`config.mk`:
```
export PLATFORM = sky130hd
export DESIGN_NAME = systolic_row_feeder
export DESIGN_NICKNAME = d
export VERILOG_FILES = /design/src/rtl/systolic_row_feeder.sv
export SDC_FILE = /design/constraint.sdc
export NUM_CORES = 1
export LEC_CHECK = 0
export CORE_UTILIZATION = 53
export DETAILED_ROUTE_END_ITERATION = 8
export PLACE_DENSITY_LB_ADDON = 0.12
export SLEW_MARGIN = 25
export SYNTH_ARGS = -nofsm -noshare
export SYNTH_HDL_FRONTEND = slang
export SYNTH_SLANG_ARGS = --single-unit
```
`constraint.sdc`:
```
create_clock -name i_clk -period 2.77 [get_ports i_clk]
set_input_delay 0.554 -clock i_clk [delete_from_list [all_inputs] [get_ports i_clk]]
set_output_delay 0.554 -clock i_clk [all_outputs]
set_load 0.1 [all_outputs]
```
`src/rtl/systolic_row_feeder.sv`:
```
// Streams a run of packed row words from the input buffer into the west edge of a
// systolic array, delaying lane k by k cycles so operands meet on the PE diagonal.
module systolic_row_feeder #(
  parameter int ELEM_WIDTH = 8,
  parameter int LANES      = 3,
  parameter int LEN_WIDTH  = 8
) (
  input  logic                        i_clk,
  input  logic                        i_rst_n,
  input  logic                        i_start,
  input  logic [LEN_WIDTH-1:0]        i_len,
  input  logic                        i_clr,
  output logic                        o_buf_rd,
  input  logic [LANES*ELEM_WIDTH-1:0] i_buf_data,
  output logic [LANES*ELEM_WIDTH-1:0] o_lane_data,
  output logic [LANES-1:0]            o_lane_valid,
  output logic                        o_busy,
  output logic                        o_done
);

  localparam int DW = $clog2(LANES + 1);

  typedef enum logic [1:0] {
    IDLE  = 2'd0,
    READ  = 2'd1,
    DRAIN = 2'd2,
    DONE  = 2'd3
  } state_t;

  state_t               state_q, state_d;
  logic [LEN_WIDTH-1:0] cnt_q, cnt_d;
  logic [DW-1:0]        drn_q, drn_d;
  logic                 buf_rd_q, buf_rd_d;
  logic                 busy_q, busy_d;
  logic                 done_q, done_d;
  logic                 rd_vld_q, rd_vld_d;

  // State and counter registers
  always_ff @(posedge i_clk or negedge i_rst_n) begin
    if (!i_rst_n) begin
      state_q <= IDLE;
      cnt_q   <= '0;
      drn_q   <= '0;
    end else begin
      state_q <= state_d;
      cnt_q   <= cnt_d;
      drn_q   <= drn_d;
    end
  end

  // Next-state logic; the drain counter covers buffer latency, capture and skew
  always_comb begin
    state_d = state_q;
    cnt_d   = cnt_q;
    drn_d   = drn_q;
    if (i_clr) begin
      state_d = IDLE;
      cnt_d   = '0;
      drn_d   = '0;
    end else begin
      case (state_q)
        IDLE: begin
          if (i_start) begin
            if (i_len != '0) begin
              state_d = READ;
              cnt_d   = i_len;
            end else begin
              state_d = DONE;
            end
          end else begin
            state_d = IDLE;
          end
        end
        READ: begin
          cnt_d = cnt_q - LEN_WIDTH'(1);
          if (cnt_q == LEN_WIDTH'(1)) begin
            state_d = DRAIN;
            drn_d   = DW'(LANES);
          end else begin
            state_d = READ;
          end
        end
        DRAIN: begin
          if (drn_q == '0) begin
            state_d = DONE;
          end else begin
            drn_d = drn_q - DW'(1);
          end
        end
        DONE:    state_d = IDLE;
        default: state_d = IDLE;
      endcase
    end
  end

  // Output decode from the next state so every control output is a flop
  always_comb begin
    buf_rd_d = 1'b0;
    busy_d   = 1'b0;
    done_d   = 1'b0;
    rd_vld_d = i_clr ? 1'b0 : buf_rd_q;
    case (state_d)
      IDLE:  ;
      READ:  begin buf_rd_d = 1'b1; busy_d = 1'b1; end
      DRAIN: busy_d = 1'b1;
      DONE:  done_d = 1'b1;
      default: ;
    endcase
  end

  // Control output registers
  always_ff @(posedge i_clk or negedge i_rst_n) begin
    if (!i_rst_n) begin
      buf_rd_q <= 1'b0;
      busy_q   <= 1'b0;
      done_q   <= 1'b0;
      rd_vld_q <= 1'b0;
    end else begin
      buf_rd_q <= buf_rd_d;
      busy_q   <= busy_d;
      done_q   <= done_d;
      rd_vld_q <= rd_vld_d;
    end
  end

  assign o_buf_rd = buf_rd_q;
  assign o_busy   = busy_q;
  assign o_done   = done_q;

  for (genvar k = 0; k < LANES; k++) begin : g_lane
    // Stage 0 is the capture register; stages 1..k form the skew for this lane
    logic [k:0][ELEM_WIDTH-1:0] dat_q, dat_d;
    logic [k:0]                 vld_q, vld_d;

    // Capture gates data with valid, so invalid slots carry zero padding
    always_comb begin
      dat_d = '0;
      vld_d = '0;
      if (i_clr) begin
        dat_d = '0;
        vld_d = '0;
      end else begin
        vld_d[0] = rd_vld_q;
        dat_d[0] = rd_vld_q ? i_buf_data[k*ELEM_WIDTH +: ELEM_WIDTH] : '0;
        for (int j = 1; j <= k; j++) begin
          vld_d[j] = vld_q[j-1];
          dat_d[j] = dat_q[j-1];
        end
      end
    end

    // Lane pipeline registers
    always_ff @(posedge i_clk or negedge i_rst_n) begin
      if (!i_rst_n) begin
        dat_q <= '0;
        vld_q <= '0;
      end else begin
        dat_q <= dat_d;
        vld_q <= vld_d;
      end
    end

    assign o_lane_data[k*ELEM_WIDTH +: ELEM_WIDTH] = vld_q[k] ? dat_q[k] : '0;
    assign o_lane_valid[k]                          = vld_q[k];
  end

endmodule

```
* Yosys cells after proc, flatten, opt, wreduce, memory -nomap -nowiden *
Cells that the tools add are included.
W data, S select, Z words.

storage, ports and cells
  register bits after elaboration = 70
  output and inout bits = 30

operators by class
  add/sub/neg operators = 2
  equality and inequality tests = 11
  mux-type cells = 30
  reductions and logical operators = 8

operators with widths
  cell                   number
  $mux W8                10
  $mux W24               1
  $mux W2                9
  $mux W16               1
  $pmux W8 S2            1
  $ne A3 B3 Y1 const B   4
  $eq A2 B2 Y1 const B   4
  $eq A8 B1 Y1 const B   1
  $pmux W2 S4            1
  $reduce_bool A8 Y1     1
  $sub A8 B1 Y8 const B  1
  $reduce_and A3 Y1      2
  $reduce_bool A3 Y1     2
  $mux W1                5
  $eq A2 B1 Y1 const B   2
  $logic_not A2 Y1       2
  $pmux W2 S2            1
  $mux W3                1
  $reduce_or A2 Y1       1
  $sub A2 B1 Y2 const B  1

* Logic depth before layout (Yosys ltp) *
Gate-level depths: netlist of the first run.

  depth after elaboration = 8
  gate-level depth with buffers = 7

* Worst setup path after synthesis of the first run *
OpenSTA, ideal clock, no wires.

  path type = flip-flop to output port
  start = register, netlist name g_lane[2].vld_q[1]
  end = output o_lane_data[10]
  arrival = 1.843 ns
  data required time = 2.216 ns
  slack = 0.373 ns
  stages on the path, launching flop included = 2
  path buffers = 0
  cells stage by stage = dfrtp_1 and2_1

RTL lines
  element    line  source
  to (decl)  15    output logic [LANES*ELEM_WIDTH-1:0] o_lane_data,

* Worst setup path in the final report of the first run *
  start = input i_len[2]
  end = register busy_q, in the netlist o_busy

on the way
  cells in the longest elaborated chain, start to end = 8

RTL lines
  element                                       line  source
  from (decl)                                   11    input logic [LEN_WIDTH-1:0] i_len,
  $reduce_bool A8 Y1 (*)                        64    if (i_len != '0) begin
  $mux W2 (*)                                   64
  $mux W2 (*)                                   63    if (i_start) begin
  $pmux W2 S4 (*)                               61    case (state_q)
  $mux W2 (*)                                   56    if (i_clr) begin
  $eq A2 B2 Y1 or $eq A2 B1 Y1 (tied branches)  102   case (state_d)
  $reduce_or A2 Y1 (no line) (*)                -
  $mux W1 (*)                                   102
  via busy_d                                    34    logic busy_q, busy_d;
  to (signal assigned)                          120   busy_q <= busy_d;
  to (decl)                                     34

The timed path passes the listed nets; every way through them passes the cells marked *.
A chain may end at the register's enable or synchronous reset.

==> results.tsv, run 1 <==
stage	metric	value	unit
outcome	outcome	complete, no violations	
sta	Max-slew headroom	0.543	
placed_design	placed cell areas	3390	sq um
synth	area share of the largest cell type after synthesis	0.614	
synth	asr flop ratio synth	1.00	
power_and_ir_drop	pwr dens	607	nW/um^2
cts	H-tree depth reported by CTS	3	
critical_path	worst-path cell with the longest stage delay	or4_1	
power_and_ir_drop	Tot Pwr	2.15	mW
grt	Congestion Overflow GR	0	
finish	register area	1680	sq um
sta	setup TNS	0	ns
drt	top sig layer	met4	
placed_design	Port Buffers	65	
drt	DRC Markers	0	
critical_path	critical path endpoint category	flop	
drt	drt initial violations	130	
synth	xor/xnor cell area share of the yosys netlist	0	
critical_path	CP cell instances	clkdlybuf4s50_1 > or4_1 > nor2_1 > nand2_1 > a221o_1 > ha_1 > inv_1	
finish	Final Instance Count excl. Fillers	376	
synth	top cells by area, synth	dfrtp_1, and2_1, nor2b_1	
grt	global-route wire length before repair	7880	um
finish	Final Util	0.730	
synth	Post-synth EDFFs	0	
synth	post-synthesis mux area share	0	
synth	Compound-Gate Fraction of Synth Area	0.0856	
cts	clock buffer count from CTS	9	
drt	WL final	4930	um
cts	Root Buffer	clkbuf_8	
drt	Met1 Wirelength	2000	um
critical_path	CP delay by family, top	simple AND/OR/NAND/NOR gates	
run	max cap viols	0	
floorplanning	Initial Utilization	0.564	
sta	Slew Limit Fails	0	
synth	synthesized cell area	2730	sq um
critical_path	Worst R2R End	o_busy	
finish	area of the multi-input gates	988	sq um
synth	distinct cell type count of the synthesized netlist	35	
synth	Syn. warnings	0	
grt	vias in the first global route	1779	
synth	synthesized netlist cell count	236	
sta	min cycle time layout	2.28	ns
power_and_ir_drop	Leak	1.69	nW
critical_path	Worst Path Max Fanout	4	
grt	largest net degree at the start of global routing	38	
cts	Post-CTS Hold Fix Bufs	0	
drt	met2 wire length	2510	um
synth	Seq cells post-synth	67	
finish	share of layout cells above drive strength 1	0.165	
sta	unrepaired setup endpoints after global routing	no	
drt	Vias per Instance	5.13	
floorplanning	CORE AREA	4850	sq um
critical_path	arrival time at the worst endpoint	2.50	ns
finish	most common cell after layout, fill and taps aside	dfrtp_1	
grt	antenna violations before repair	0	
drt	drt first pass iters	4	
finish	fin area	3540	sq um
synth	Most used DFF post-synth	dfrtp_1	
cts	post-cts sizing count	0	
cts	clk_lat worst skew	0.33	ns
sta	Tcrit/Tclk final	0.822	
critical_path	Critical Path Max Stage Delay	0.64	ns
cts	CTS Buffer Depth	2	
finish	fill cell count	356	
floorplanning	Die Width	73.8	um
cts	CTS tree	done	
cts	TritonCTS Sinks	67	
sta	Setup Skew	0.00576	ns
placed_design	DP Cell Count	362	
critical_path	worst reg2reg path depth	6	
cts	clk slew on worst S/H paths	0.07	ns
drt	met3 wire len	334	um
drt	drt wl/cell	13.1	um
power_and_ir_drop	maximum vdd drop	0.000395	V
floorplanning	number of I/O pins	66	
critical_path	Worst setup SP type	primary input	
drt	ANT nets after route	0	
synth	Mapped Nets	277	
drt	Vias	1927	
finish	P&R area growth vs syn	29.6	%
synth	syn_area_per_cell	11.6	sq um
critical_path	worst path required time	3.00	ns
critical_path	reg-to-reg startpoint	cnt_q[2]	
critical_path	Crit Path Category	in2reg	
synth	sequential area share after synthesis	0.614	
critical_path	FF-to-FF setup slack	0.68	ns
placed_design	dpl hpwl	3480	um
synth	post-synthesis simple-gate area fraction	0.253	
critical_path	Critical path buffers and inverters	2	
synth	Adder-Cell Fraction of Synth Area	0.0229	
sta	# setup viols final	0	
floorplanning	Die Y	73.8	um
sta	worst-margin pin slew	0.685	ns
grt	Overall Global Routing Usage	0.202	
sta	FMAX	439	MHz
floorplanning	row count	25	
finish	number of nets in the layout	347	
synth	Synth area leader	dfrtp_1	
worst_hold_path	Hold Crit Class	in2async	
cts	post-CTS setup buffers	0	
synth	largest family of logic cells by synthesized area	simple AND/OR/NAND/NOR gates	
finish	highest-count cells in the layout ignoring fill and taps	dfrtp_1, and2_1, clkdlybuf4s50_1, buf_4, nor2b_1	
floorplanning	die area	5450	sq um
finish	# diodes	0	
sta	Hold Vio Cnt, Final	0	
placed_design	GP Congestion	0.927	
==> area by class of cell <==
class	count	share of cell area
clock buffer	11	0.0371
multi-input combinational	152	0.279
tap	67	0.0237
inverter	6	0.00636
clock inverter	3	0.00495
timing repair buffer	70	0.175
sequential	67	0.473
==> where the power goes <==
group	switching (mW)	leakage [nW]	internal [mW]
clock network	0.319	0.0750	0.312
registers	0.0581	0.921	1.04
logic	0.252	0.696	0.168
==> Yosys cell counts, types with 4 or more instances <==
master / count
a21oi_1: 6
and2_1: 50
clkbuf_1: 10
dfrtp_1: 67
ha_1: 5
inv_1: 6
nand2_1: 5
nand3_1: 4
nor2_1: 7
nor2b_1: 30
nor3_1: 4
o21ai_0: 5
or4_1: 4
==> stage by stage <==
stage          hold WS [ns]  setup slack (ns)
3_3_place_gp          0.441             0.217
2_1_floorplan         0.258             0.373
6_report              0.260             0.493
5_1_grt               0.305             0.461
3_5_place_dp          0.447             0.175
4_1_cts               0.262             0.518
==> per-layer routing <==
metal | vias up | global-route usage
met1 | 921 | 0.238
li1 | 923 | -
met5 | - | 0
met4 | 0 | 0.0940
met3 | 11 | 0.0768
met2 | 72 | 0.326
==> registers in the layout, summed over array words and instances (netlist names) <==
name	count
g_lane.vld_q	3
o_done	1
drn_q	2
state_q	2
rd_vld_q	1
g_lane.dat_q	48
o_buf_rd	1
cnt_q	8
o_busy	1
==> worst register-to-register path, cell delays in order (launching register included) <==
cell and delay, ns:
dfrtp_1 0.45, nor3_1 0.42, nand3_1 0.19, or2_0 0.26, a221o_1 0.36, ha_1 0.27, inv_1 0.03
==> cells by family after synthesis <==
family          after synthesis
compound gates               33
fa+ha+maj                     5
buf+inv                      17
flops                        67
simple gates                114
==> worst max path at each step <==
| stage | start | to | slack (ns) | cells after the start |
|---|---|---|---|---|
| floorplan | g_lane[2].vld_q[1] | o_lane_data[10] | 0.37 | 1 |
| global placement | i_len[2] | o_busy | 0.22 | 7 |
| detailed placement | i_len[7] | o_busy | 0.17 | 7 |
| CTS | i_len[7] | o_busy | 0.52 | 7 |
| global route | i_len[2] | o_busy | 0.46 | 7 |
| finish | i_len[2] | o_busy | 0.49 | 7 |
No activity file was read; power rests on OpenSTA's default activity.
==> run 2, diff against run 1 <==
--- a/config.mk
+++ b/config.mk
@@ -5,7 +5,7 @@
 export SDC_FILE = /design/constraint.sdc
 export NUM_CORES = 1
 export LEC_CHECK = 0
-export CORE_UTILIZATION = 53
+export CORE_UTILIZATION = 49
 export DETAILED_ROUTE_END_ITERATION = 8
 export PLACE_DENSITY_LB_ADDON = 0.12
 export SLEW_MARGIN = 25
==> constraint.sdc (replaced) <==
create_clock -name i_clk -period 2.4 [get_ports i_clk]
set_input_delay 0.48 -clock i_clk [delete_from_list [all_inputs] [get_ports i_clk]]
set_output_delay 0.48 -clock i_clk [all_outputs]
set_load 0.1 [all_outputs]
==> run 2 against run 1 <==
Utilization shrank 2.6 points. Count of clock-buffer cells in the layout is the same. Routed wire length grew 4.8%. Non-clock buffer count grew 6. Clock power grew 85%. Final area grew 4.1%. Combinational power grew 22%. Die area grew 7.9%. Critical path depth is the same. Critical path type unchanged. Largest cell class unchanged. Highest routed layer unchanged.
==> results.tsv, run 2 (synthesis gave the netlist of run 1 again) <==
stage	metric	value	unit	change
floorplanning	Die Width	76.7	um	+3.9%
drt	WL final	5170	um	+4.8%
sta	FMAX	482	MHz	
power_and_ir_drop	combinational group share of total power	0.173		-0.023
sta	Tcrit/Tclk final	0.865		
drt	DRC Markers	0		unchanged
sta	worst-margin pin slew	0.563	ns	-0.122 ns
grt	Overall Global Routing Usage	0.201		-0.000739
cts	H-tree depth reported by CTS	3		unchanged
floorplanning	Initial Utilization	0.522		-0.0419
finish	Final Instance Count excl. Fillers	387		+2.9%
placed_design	GP Congestion	0.833		-10%
sta	unrepaired setup endpoints after global routing	no		
cts	clk_lat worst skew	0.33	ns	about the same
cts	CTS Buffer Depth	2		unchanged
finish	max reg flops	48		unchanged
cts	TritonCTS Sinks	67		unchanged
critical_path	Critical path buffers and inverters	2		unchanged
placed_design	dpl hpwl	3600	um	+3.6%
finish	biggest regs	g_lane.dat_q (48), cnt_q (8), g_lane.vld_q (3)		
finish	# diodes	0		unchanged
finish	most common cell after layout, fill and taps aside	dfrtp_1		
cts	Root Buffer	clkbuf_8		
finish	P&R area growth vs syn	34.9	%	
finish	share of layout cells above drive strength 1	0.192		+0.0274
floorplanning	die area	5880	sq um	+7.9%
critical_path	crit path capture	o_busy		
power_and_ir_drop	clock share of power	0.398		+0.104
floorplanning	Die Y	76.7	um	+3.9%
grt	global-route wire length before repair	8840	um	+12%
cts	clk slew on worst S/H paths	0.08	ns	about the same
sta	Setup Skew	0.00991	ns	+0.00415 ns
critical_path	CP delay by family, top	simple AND/OR/NAND/NOR gates		
grt	vias in the first global route	1970		+11%
critical_path	worst path required time	2.63	ns	-0.37 ns
power_and_ir_drop	P_sw	790	uW	+25%
critical_path	reg-to-reg startpoint	cnt_q[2]		
grt	largest net degree at the start of global routing	32		-16%
drt	ANT nets after route	0		unchanged
run	max cap viols	0		unchanged
critical_path	Worst R2R End	o_busy		
finish	fill cell count	383		+7.6%
critical_path	FF-to-FF setup slack	0.41	ns	-0.27 ns
power_and_ir_drop	pwr dens	800	nW/um^2	+32%
power_and_ir_drop	maximum vdd drop	0.000646	V	+63%
critical_path	critical path depth in cells	7		unchanged
critical_path	Critical Path Max Stage Delay	0.56	ns	-0.08 ns
critical_path	Worst Path Max Fanout	2		-2
critical_path	worst-path cell with the longest stage delay	or4_1		
finish	Largest Register	g_lane.dat_q		
finish	register area	1680	sq um	unchanged
critical_path	arrival time at the worst endpoint	2.30	ns	-0.20 ns
cts	clock buffer count from CTS	9		unchanged
floorplanning	CORE AREA	5240	sq um	+8.0%
drt	drt wl/cell	13.4	um	+1.9%
drt	drt initial violations	158		+22%
finish	highest-count cells in the layout ignoring fill and taps	dfrtp_1, and2_1, buf_4		
placed_design	Port Buffers	65		unchanged
placed_design	DP Cell Count	371		+2.5%
cts	CTS tree	done		
sta	Hold Vio Cnt, Final	0		unchanged
critical_path	Worst setup SP type	primary input		
floorplanning	number of I/O pins	66		unchanged
finish	number of nets in the layout	353		+1.7%
critical_path	critical path endpoint category	flop		
drt	Vias per Instance	5.05		-1.4%
floorplanning	row count	26		+4.0%
cts	post-cts sizing count	0		unchanged
critical_path	Crit Path Category	in2reg		
power_and_ir_drop	internal power	2.16	mW	+42%
power_and_ir_drop	Sw Ratio	0.268		-0.0254
sta	min cycle time layout	2.08	ns	
grt	antenna violations before repair	0		unchanged
drt	Vias	1955		+1.5%
outcome	outcome	complete, no violations		
cts	post-CTS setup buffers	0		unchanged
sta	Slew Limit Fails	0		unchanged
finish	area of the multi-input gates	988	sq um	unchanged
drt	drt first pass iters	4		unchanged
grt	Congestion Overflow GR	0		unchanged
critical_path	worst reg2reg path depth	6		unchanged
sta	Max-slew headroom	0.624		+0.0807
cts	Post-CTS Hold Fix Bufs	0		unchanged
sta	# setup viols final	0		unchanged
power_and_ir_drop	Leak	1.77	nW	+4.7%
power_and_ir_drop	Reg power frac	0.429		-0.082
worst_hold_path	Hold Crit Class	in2async		
sta	Hold WS	0.0775	ns	-0.183 ns
critical_path	CP cell instances	clkdlybuf4s50_1 > or4_1 > nor2_1 > nand2_1 > a221o_1 > ha_1 > inv_1		
critical_path	Crit. Startpoint	i_len[2]		
==> run 2: stage by stage <==
step                setup WS (ns)  setup TNS (ns)  power [mW]  area, sq um   util
CTS                         0.324               0        2.97         3690  0.704
detailed placement        -0.0187         -0.0187        1.79         3430  0.655
floorplan                  0.0774               0        1.60         2730      -
finish                      0.324               0        2.95         3690  0.704
global route                0.223               0        3.08         3690  0.704
global placement          0.00555               0        1.79         3430  0.655
==> run 2: metal layers <==
metal	global-route usage	part of all wire	routed length, um
met3	0.0619	0.074	380
met1	0.237	0.41	2140
met4	0.137	0.032	167
met5	0	0	0
met2	0.315	0.48	2480
==> run 2: worst reg2reg max path, stage by stage (launching register included) <==
cell	delay (ns)
dfrtp_1	0.44
nor3_1	0.30
nand3_1	0.19
or2_0	0.27
a221o_1	0.37
ha_1	0.27
inv_1	0.03
==> run 2: layout make-up <==
type	instances	share of cell area
clock inverters	5	0.0292
flip-flops and latches	67	0.455
inverters	6	0.00611
well taps	70	0.0238
multi-input cells	152	0.268
repair buffers	76	0.177
clock buffers	11	0.0411
==> run 2: how the worst min path moves through the flow <==
stage	slack, ns	cells past startpoint	startpoint	end
3_3_place_gp	0.44	1	g_lane[2].dat_q[13]	g_lane[2].dat_q[21]
3_5_place_dp	0.44	1	i_rst_n	cnt_q[2]
5_1_grt	0.10	1	i_rst_n	cnt_q[3]
6_report	0.08	1	i_rst_n	cnt_q[3]
4_1_cts	0.08	1	i_rst_n	cnt_q[2]
2_1_floorplan	0.18	0	i_rst_n	cnt_q[0]
==> run 2: power by group through the flow <==
stage          Combinational [mW]  Sequential [mW]  Clock [mW]
6_report                    0.511             1.27        1.17
5_1_grt                     0.560             1.28        1.25
4_1_cts                     0.512             1.26        1.20
3_5_place_dp                0.508             1.28           0
3_3_place_gp                0.506             1.28           0
2_1_floorplan               0.254             1.34           0
